===== src/rtl/btn_pkg.sv =====
// Shared definitions for the push-button request front end: button count,
// FSM state type and the highest-index one-hot selector.
package btn_pkg;

    localparam int unsigned NUM_BTN = 4;

    typedef enum logic {
        IDLE = 1'b0,
        HOLD = 1'b1
    } btn_state_t;

    // Later (higher) indices overwrite earlier ones, so the highest set bit wins.
    function automatic logic [NUM_BTN-1:0] onehot_hi(input logic [NUM_BTN-1:0] v);
        logic [NUM_BTN-1:0] r;
        r = '0;
        for (int unsigned i = 0; i < NUM_BTN; i++) begin
            if (v[i]) begin
                r    = '0;
                r[i] = 1'b1;
            end
        end
        return r;
    endfunction

endpackage


===== src/rtl/btn_debounce.sv =====
// One button lane: 2-FF synchroniser, plus a restart-on-glitch debounce
// counter when BTN_DEBOUNCE_EN is defined.
module btn_debounce #(
    parameter int unsigned DEBOUNCE_CYCLES = 16,
    parameter int unsigned CNT_W           = $clog2(DEBOUNCE_CYCLES + 1)
) (
    input  logic clk,
    input  logic rst_n,
    input  logic btn_i,
    output logic db_o
);

    logic s1_d, s1_q;
    logic s2_d, s2_q;

    always_comb begin
        s1_d = btn_i;
        s2_d = s1_q;
    end

    always_ff @(posedge clk) begin
        if (!rst_n) begin
            s1_q <= 1'b0;
            s2_q <= 1'b0;
        end else begin
            s1_q <= s1_d;
            s2_q <= s2_d;
        end
    end

`ifdef BTN_DEBOUNCE_EN
    localparam logic [CNT_W-1:0] CNT_LAST = CNT_W'(DEBOUNCE_CYCLES - 1);

    logic [CNT_W-1:0] cnt_d, cnt_q;
    logic             db_d, db_q;

    // Any cycle where the synchronised level matches the accepted one restarts the count.
    always_comb begin
        cnt_d = '0;
        db_d  = db_q;
        if (s2_q != db_q) begin
            if (cnt_q == CNT_LAST) begin
                db_d = s2_q;
            end else begin
                cnt_d = cnt_q + CNT_W'(1);
            end
        end
    end

    always_ff @(posedge clk) begin
        if (!rst_n) begin
            cnt_q <= '0;
            db_q  <= 1'b0;
        end else begin
            cnt_q <= cnt_d;
            db_q  <= db_d;
        end
    end

    assign db_o = db_q;
`else
    logic unused_cfg;
    assign unused_cfg = ^{DEBOUNCE_CYCLES, CNT_W};
    assign db_o       = s2_q;
`endif

endmodule


===== src/rtl/btn_onehot_latch.sv =====
// Button front end for the 4-to-2 encoder: press edges become a held one-hot
// request with valid/ack handshake. Debounce is enabled by BTN_DEBOUNCE_EN.
module btn_onehot_latch
    import btn_pkg::*;
#(
    parameter int unsigned DEBOUNCE_CYCLES = 16,
    parameter int unsigned CNT_W           = $clog2(DEBOUNCE_CYCLES + 1)
) (
    input  logic               clk,
    input  logic               rst_n,
    input  logic [NUM_BTN-1:0] btn,
    input  logic               ack,
    output logic [NUM_BTN-1:0] y,
    output logic               valid,
    output logic               overrun
);

    logic [NUM_BTN-1:0] db;

    for (genvar i = 0; i < NUM_BTN; i++) begin : g_lane
        btn_debounce #(
            .DEBOUNCE_CYCLES (DEBOUNCE_CYCLES),
            .CNT_W           (CNT_W)
        ) u_debounce (
            .clk   (clk),
            .rst_n (rst_n),
            .btn_i (btn[i]),
            .db_o  (db[i])
        );
    end

    btn_state_t         state_d, state_q;
    logic [NUM_BTN-1:0] y_d, y_q;
    logic               overrun_d, overrun_q;
    logic [NUM_BTN-1:0] db_prev_d, db_prev_q;

    logic [NUM_BTN-1:0] rise;
    logic [NUM_BTN-1:0] win;
    logic               multi;

    always_comb begin
        rise      = db & ~db_prev_q;
        win       = onehot_hi(rise);
        multi     = |(rise & ~win);
        db_prev_d = db;

        state_d   = state_q;
        y_d       = y_q;
        overrun_d = overrun_q;

        unique case (state_q)
            IDLE: begin
                if (|rise) begin
                    y_d       = win;
                    state_d   = HOLD;
                    overrun_d = overrun_q | multi;
                end
            end
            HOLD: begin
                if (ack) begin
                    if (|rise) begin
                        y_d       = win;
                        overrun_d = overrun_q | multi;
                    end else begin
                        y_d     = '0;
                        state_d = IDLE;
                    end
                end else if (|rise) begin
                    overrun_d = 1'b1;
                end
            end
            default: begin
                y_d     = '0;
                state_d = IDLE;
            end
        endcase
    end

    always_ff @(posedge clk) begin
        if (!rst_n) begin
            state_q   <= IDLE;
            y_q       <= '0;
            overrun_q <= 1'b0;
            db_prev_q <= '0;
        end else begin
            state_q   <= state_d;
            y_q       <= y_d;
            overrun_q <= overrun_d;
            db_prev_q <= db_prev_d;
        end
    end

    assign y       = y_q;
    assign valid   = (state_q == HOLD);
    assign overrun = overrun_q;

endmodule

===== config.mk =====
export PLATFORM = sky130hd
export DESIGN_NAME = btn_onehot_latch
export DESIGN_NICKNAME = d
export VERILOG_FILES = /design/src/rtl/btn_pkg.sv /design/src/rtl/btn_debounce.sv /design/src/rtl/btn_onehot_latch.sv
export SDC_FILE = /design/constraint.sdc
export NUM_CORES = 1
export LEC_CHECK = 0
export ABC_AREA = 1
export CELL_PAD_IN_SITES_DETAIL_PLACEMENT = 0
export CELL_PAD_IN_SITES_GLOBAL_PLACEMENT = 1
export CORE_ASPECT_RATIO = 1.2
export CORE_MARGIN = 3
export CORE_UTILIZATION = 34
export DETAILED_ROUTE_END_ITERATION = 8
export PLACE_DENSITY_LB_ADDON = 0.2
export SLEW_MARGIN = 10
export SYNTH_ARGS = -nofsm -noshare
export SYNTH_HDL_FRONTEND = slang
export SYNTH_SLANG_ARGS = --single-unit

===== constraint.sdc =====
create_clock -name clk -period 1.3 [get_ports clk]
set_input_delay 0.26 -clock clk [delete_from_list [all_inputs] [get_ports clk]]
set_output_delay 0.26 -clock clk [all_outputs]
set_load 0.005 [all_outputs]

-- After elaboration in Yosys (flattened, before gate mapping)
Index checks and enable logic that the tools add are counted.
- output and inout bits: 6
- word-level logic and storage cells: 39
- register bits: 18
- reduce and logical (&&, ||, !) cells: 3
- bitwise gates (word level): 6
- mux-type cells: 15
- equality and inequality tests: 3
- operator list (kind ; number):
    $mux W4 ; 5
    $and A4 B4 Y4 ; 2
    $not A4 Y4 ; 2
    $pmux W4 S2 ; 1
    $reduce_or A4 Y1 ; 2
    $mux W1 ; 6
    $ne A2 B2 Y1 const B ; 2
    $pmux W1 S2 ; 2
    $ne A3 B2 Y1 const B ; 1
    $mux W2 ; 1
    $reduce_and A2 Y1 ; 1
    $not A1 Y1 ; 1
    $or A1 B1 Y1 ; 1

-- Longest topological paths before layout
Gate-level depths: netlist (run 1).
- word-level depth: 13
- mapped depth: 8

-- Cells and area by module
From an unflattened synthesis (run 1), not the netlist that was laid out.
- cell total of the unflattened synthesis: 91
- area total of the unflattened synthesis: 721.9 µm²
- modules (own cells, without submodules) (module ; sequential area each (µm²) ; cells an instance ; instances ; area each (µm²)):
    btn_onehot_latch ; 200.2 ; 67 ; 1 ; 501.7
    btn_debounce ; 40.0 ; 6 ; 4 ; 55.1

-- Least setup slack after synthesis (run 1)
Ideal clock, no wire load.
- path kind: register to register
- start: reg state_q, in the netlist valid
- end: reg overrun_q, in the netlist overrun
- required time: 1.230 ns
- stages on the path, launching flop included: 7
- setup slack: 0.295 ns
- arrival time: 0.935 ns
- clock period less this slack: 1.005 ns
- path through: dfxtp_1 inv_2 or2_1 buf_6 nand3_2 nand2_1 a21oi_1
- longest elaborated chain between the ends: 2
- elaborated cells on any way between the ends: 3
- those cells by class: eq/ne: 1; mux: 1; bitwise: 1
- RTL lines (what ; RTL line ; RTL):
    start, declared ; btn_onehot_latch.sv:32 ; btn_state_t state_d, state_q;
    start signal, assigned ; btn_onehot_latch.sv:86 ; state_q <= state_d;
    $not A1 Y1 ; - ;
    $pmux W1 S2 ; btn_onehot_latch.sv:51 ; unique case (state_q)
    end signal, assigned ; btn_onehot_latch.sv:88 ; overrun_q <= overrun_d;
    end, declared ; btn_onehot_latch.sv:34 ; logic overrun_d, overrun_q;
Parallel ways exist; a longest one is shown, timed or not.
A chain may end at the register's enable or synchronous reset.

-- Worst setup path in the final report (run 1)
- start: reg overrun_q, in the netlist overrun
- end: out overrun
- RTL lines (what ; RTL line ; RTL):
    end, declared ; btn_onehot_latch.sv:15 ; output logic overrun
No word-level cell between the ends.

==> impl_metrics.tcl, run 1 <==
set metrics [dict create \
    maxCapViolCount 0 \
    first_pass_iters 2 \
    yosys.cell_types.count 16 \
    place_ws_ns -0.0544 \
    synth-seq-cells 18 \
    start_util_pct 36.3 \
    endpoint_kind "primary output" \
    grt_pass1_wl_um 1750 \
    postSynthCellCount 93 \
    hold_path.class "register to register" \
    rsz0062_at_grt "no" \
    crit_family "flip-flops" \
    die_h_um 55.0 \
    first_global_vias 464 \
    synth_common_cells "28 x nand2_1, 22 x inv_1, 18 x dfxtp_1" \
    cts_tree "yes" \
    critPathMaxFanout 2 \
    gp_congestion 0.837 \
    synthArstFlopShare_pct 0 \
    p_leak_nw 0.513 \
    grt_overflow 0 \
    fin_skew_ns 0.00139 \
    io_buffers 12 \
    drtIter0Drc 5 \
    rr_worst_depth 6 \
    r2r_slack_ns 0.18 \
    dieWidth_um 46.8 \
    power_frac_seq_pct 55.8 \
    clk_latency_ns 0.28 \
    grt_max_degree 13 \
    rows 17 \
    ctsHoldBuffers 0 \
    hp-start "g_lane[3].u_debounce.s1_q" \
    core_um2 1870 \
    tightest_slew_ns 0.238 \
    hold_violations 0 \
    slowest_stage "dfxtp_2" \
    critical_path_class "register to primary output" \
    clock_sinks 18 \
    r2r_start "valid" \
    htreeDepth 1 \
    synth_area_leaders "dfxtp_1 53%, nand2_1 15%, inv_1 12%, nand3_1 3.7%, nor2_1 3.3%" \
    yosysTopAreaCellShare_pct 53.0 \
    status "finished clean" \
    cts_buffer_depth 2 \
    p_int_uw 828 \
    hold_depth 2 \
    numCtsBuffers 3 \
    syn_to_final_growth_pct 28.2 \
    dieArea_um2 2570 \
    syn_area_per_cell_um2 7.31 \
    cp.arrival_ns 0.86 \
    num_vias 540 \
    fin_crit_ns 1.12 \
    power.density_nw_per_um2 1230 \
    nNetsFinal 116 \
    pwr-share-comb_pct 13.8 \
    synth-edff-count 0 \
    clk_pin_slew_worst_paths_ns 0.09 \
    holdPathEnd "g_lane[3].u_debounce.db_o" \
    netSwitchingPower_uw 242 \
    place_hpwl_um 817 \
    antenna_found_initial 0 \
    io_pins 13 \
    clockRootBuffer "clkbuf_4" \
    fmax_mhz 891 \
    drive_gt1_share_pct 15.7 \
    slew_viol_final 0 \
    synth.most_common_cell "nand2_1" \
    syn_nets 100 \
    period_share_pct 86.4 \
    slew_headroom_pct 84.1 \
    fillers 219 \
    path_buf_inv 1 \
    clockPowerShare_pct 30.4 \
    yosysWarnings 0 \
    crit_path_start_kind "register" \
    post-synth-top-area-cell "dfxtp_1" \
    setup_violations 0 \
    synth_top_flop_cell "dfxtp_1" \
    regToRegEndpoint "overrun" \
    avgViaCountPerCell 4.25 \
    fin_hold_ws_ns 0.418 \
    cp.required_ns 1.04 \
    num_antenna_cells 0 \
    final.setup.worst_slack_ns 0.177 \
    routed_wl_um 1050 \
    wl_per_cell_um 8.24 \
    vdd_drop_max_uv 793 \
    cp_cell_sequence "dlygate4sd2_1" \
    ys_seq_area_share_pct 53.0 \
    remaining_drc_errors 0 \
    ant_nets 0 \
    syn_area_um2 679 \
    slowest_delay_ns 0.33 \
    grt_util_all_layers_pct 9.63 \
    switching_share_pct 22.6 \
]
==> metrics by stage <==
step	instances	total power [mW]	setup TNS [ns]	utilization [%]	instance area, um^2
after floorplan	93	0.693	0	-	679
after global placement	122	0.760	-0.00987	44.0	823
after detailed placement	122	0.762	-0.0844	44.0	823
after CTS	127	1.09	0	46.3	867
after global routing	127	1.14	0	46.5	871
final	127	1.07	0	46.5	871
==> registers in the layout, indices dropped and copies added, names as in the netlist <==
| name | cells |
|---|---|
| overrun | 1 |
| db_prev_q | 4 |
| y | 4 |
| g_lane.u_debounce.s1_q | 4 |
| valid | 1 |
| g_lane.u_debounce.db_o | 4 |
==> area by class of cell <==
type	instances	area, um^2	area share, %
multi-input combinational	49	216	24.9
timing repair buffer	14	140	16.1
tap	19	23.8	2.73
inverter	23	86.3	9.91
clock buffer	4	36.3	4.17
sequential	18	368	42.2
==> cells in the final DEF, fill, tap and decap left out <==
cell             count
dfxtp_1             12
nand2_2              1
dlygate4sd2_1        6
o21ai_2              1
clkbuf_8             1
inv_1               22
buf_12               1
clkbuf_4             3
nand3_2              1
nand2_1             28
nand3_1              5
dfxtp_2              6
buf_4                1
nor2_2               1
clkdlybuf4s50_1      6
a21oi_1              4
or2_1                1
nand4_1              1
inv_2                1
nor2_1               6
==> repair_timing <==
item / in CTS / in global routing
setup endpoints to repair: 6 / 2
resized for setup: 12 / 1
buffers inserted: 1 / 0
==> power groups by stage <==
stage          Clock [mW]  Sequential, mW  Combinational [mW]
6_report            0.325           0.597               0.148
5_1_grt             0.372           0.602               0.171
4_1_cts             0.346           0.598               0.148
3_5_place_dp            0           0.609               0.153
3_3_place_gp            0           0.608               0.152
2_1_floorplan           0           0.609              0.0837
==> worst max-delay path by stage <==
stage / slack, ns / cells after the start / end / start
6_report: 0.18 / 1 / overrun / overrun
5_1_grt: 0.02 / 8 / y[1] / db_prev_q[1]
3_3_place_gp: -0.008 / 5 / overrun / ack
2_1_floorplan: 0.30 / 6 / overrun / valid
3_5_place_dp: -0.05 / 5 / overrun / ack
4_1_cts: 0.15 / 1 / overrun / overrun
==> per-layer routing <==
metal	GRT usage, %	routed length, um	vias up
met5	0	0	-
met4	5.99	32	0
met3	2.91	65	4
met2	16.7	493	12
met1	9.84	455	227
li1	-	-	297
==> logic make-up (layout without fill, tap and decap cells) <==
kind of cell | count (synthesis) | in the layout | synth area share (%)
simple gates | 44 | 44 | 27.6
flops | 18 | 18 | 53.0
buf+inv | 26 | 41 | 15.7
compound gates | 5 | 5 | 3.68
Note: power is estimated with default switching activity, not from simulation.
==> inputs of run 2 (changes only) <==
- CORE_MARGIN: 3 -> 5
==> run 2 against run 1 <==
Effect of this change: sequential cell count did not move; global-route usage down 1.8 points; critical path depth did not move; critical path type unchanged; largest cell class unchanged; largest power group unchanged.
==> impl_metrics.tcl, run 2 (same netlist as run 1, synthesis figures left out) <==
set metrics [dict create \
    fin_skew_ns 0.00534 \
    grt_pass1_wl_um 1770 \
    hold_violations 0 \
    hold_path.class "register to register" \
    grt_util_all_layers_pct 7.84 \
    htreeDepth 1 \
    antenna_found_initial 0 \
    power_frac_seq_pct 55.9 \
    fin_hold_ws_ns 0.412 \
    crit_family "flip-flops" \
    remaining_drc_errors 0 \
    dieArea_um2 3000 \
    first_pass_iters 4 \
    rows 17 \
    numCtsBuffers 3 \
    routed_wl_um 1040 \
    place_ws_ns -0.0122 \
    rsz0062_at_grt "no" \
    final.setup.tns_ns 0 \
    placed_area_um2 826 \
    num_antenna_cells 0 \
    grt_max_degree 11 \
    mostFrequentLayoutCells "28 x nand2_1, 22 x inv_1, 12 x dfxtp_1" \
    tightest_slew_ns 0.210 \
    pwr-share-comb_pct 13.4 \
    ctsHoldBuffers 0 \
    io_buffers 12 \
    fin_crit_ns 1.12 \
    finalNonFillerCells 129 \
    gp_congestion 0.832 \
    p_int_uw 827 \
    maxCapViolCount 0 \
    clockPowerShare_pct 30.8 \
    final.setup.worst_slack_ns 0.181 \
    clk_pin_slew_worst_paths_ns 0.10 \
    wl_per_cell_um 8.03 \
    critical_path_class "register to primary output" \
    period_share_pct 86.1 \
    nNetsFinal 118 \
    drive_gt1_share_pct 16.4 \
    drtIter0Drc 6 \
    slew_headroom_pct 86.0 \
    grt_overflow 0 \
    io_pins 13 \
    power.density_nw_per_um2 1230 \
    cp.required_ns 1.04 \
    ant_nets 0 \
    slowest_stage "dfxtp_2" \
    layout_commonest_cell "nand2_1" \
    netSwitchingPower_uw 241 \
    core_um2 1870 \
    syn_to_final_growth_pct 28.0 \
    avgViaCountPerCell 4.19 \
    switching_share_pct 22.6 \
    p_total_mw 1.07 \
    dieWidth_um 50.8 \
    status "finished clean" \
    p_leak_nw 0.517 \
    slowest_delay_ns 0.33 \
    cts_buffer_depth 2 \
    place_hpwl_um 839 \
    clock_sinks 18 \
    first_global_vias 464 \
    endpoint_kind "primary output" \
    start_util_pct 36.3 \
    path_buf_inv 1 \
    cp.arrival_ns 0.86 \
    final_util_pct 46.5 \
    slew_viol_final 0 \
    fmax_mhz 894 \
    fin_area_um2 870 \
    clockRootBuffer "clkbuf_4" \
    place_inst 124 \
    clk_latency_ns 0.28 \
    die_h_um 59.0 \
    critPathMaxFanout 2 \
    num_vias 540 \
    vdd_drop_max_uv 742 \
    cts_tree "yes" \
    crit_path_start_kind "register" \
    setup_violations 0 \
    fillers 201 \
    cp_cell_sequence "dlygate4sd2_1" \
]
==> run 2: power groups by stage <==
| stage | clock, mW | combinational [mW] | sequential (mW) |
|---|---|---|---|
| finish | 0.329 | 0.143 | 0.597 |
| CTS | 0.346 | 0.146 | 0.598 |
| global route | 0.374 | 0.165 | 0.602 |
| floorplan | 0 | 0.0837 | 0.609 |
| global placement | 0 | 0.152 | 0.608 |
| detailed placement | 0 | 0.151 | 0.609 |
==> run 2: area by class of cell <==
type	instances	area [um^2]	area share, %
Sequential cell	18	368	42.3
Multi-Input combinational cell	49	213	24.5
Timing Repair Buffer	16	143	16.4
Inverter	23	86.3	9.93
Clock buffer	4	36.3	4.17
Tap cell	19	23.8	2.73
==> run 2: per-layer routing <==
layer | vias up | track usage [%] | wire length, um
met3 | 2 | 3.29 | 86
met2 | 11 | 14.0 | 493
met5 | - | 0 | 0
met1 | 225 | 7.83 | 441
li1 | 302 | - | -
met4 | 0 | 3.28 | 13
==> run 2: final timing paths <==
kind,end,from,slack (ns),cells past startpoint
max reg2reg,y[3],db_prev_q[3],0.22,8
min reg2reg,g_lane[2].u_debounce.db_o,g_lane[2].u_debounce.s1_q,0.41,2
min,g_lane[2].u_debounce.db_o,g_lane[2].u_debounce.s1_q,0.41,2
max,y[2],y[2],0.18,1
==> run 2: timing repair <==
| action | 4_1_cts | 5_1_grt |
|---|---|---|
| setup endpoints to repair | 6 | 0 |
| setup buffers | 1 | 0 |
| resized for setup | 12 | 0 |
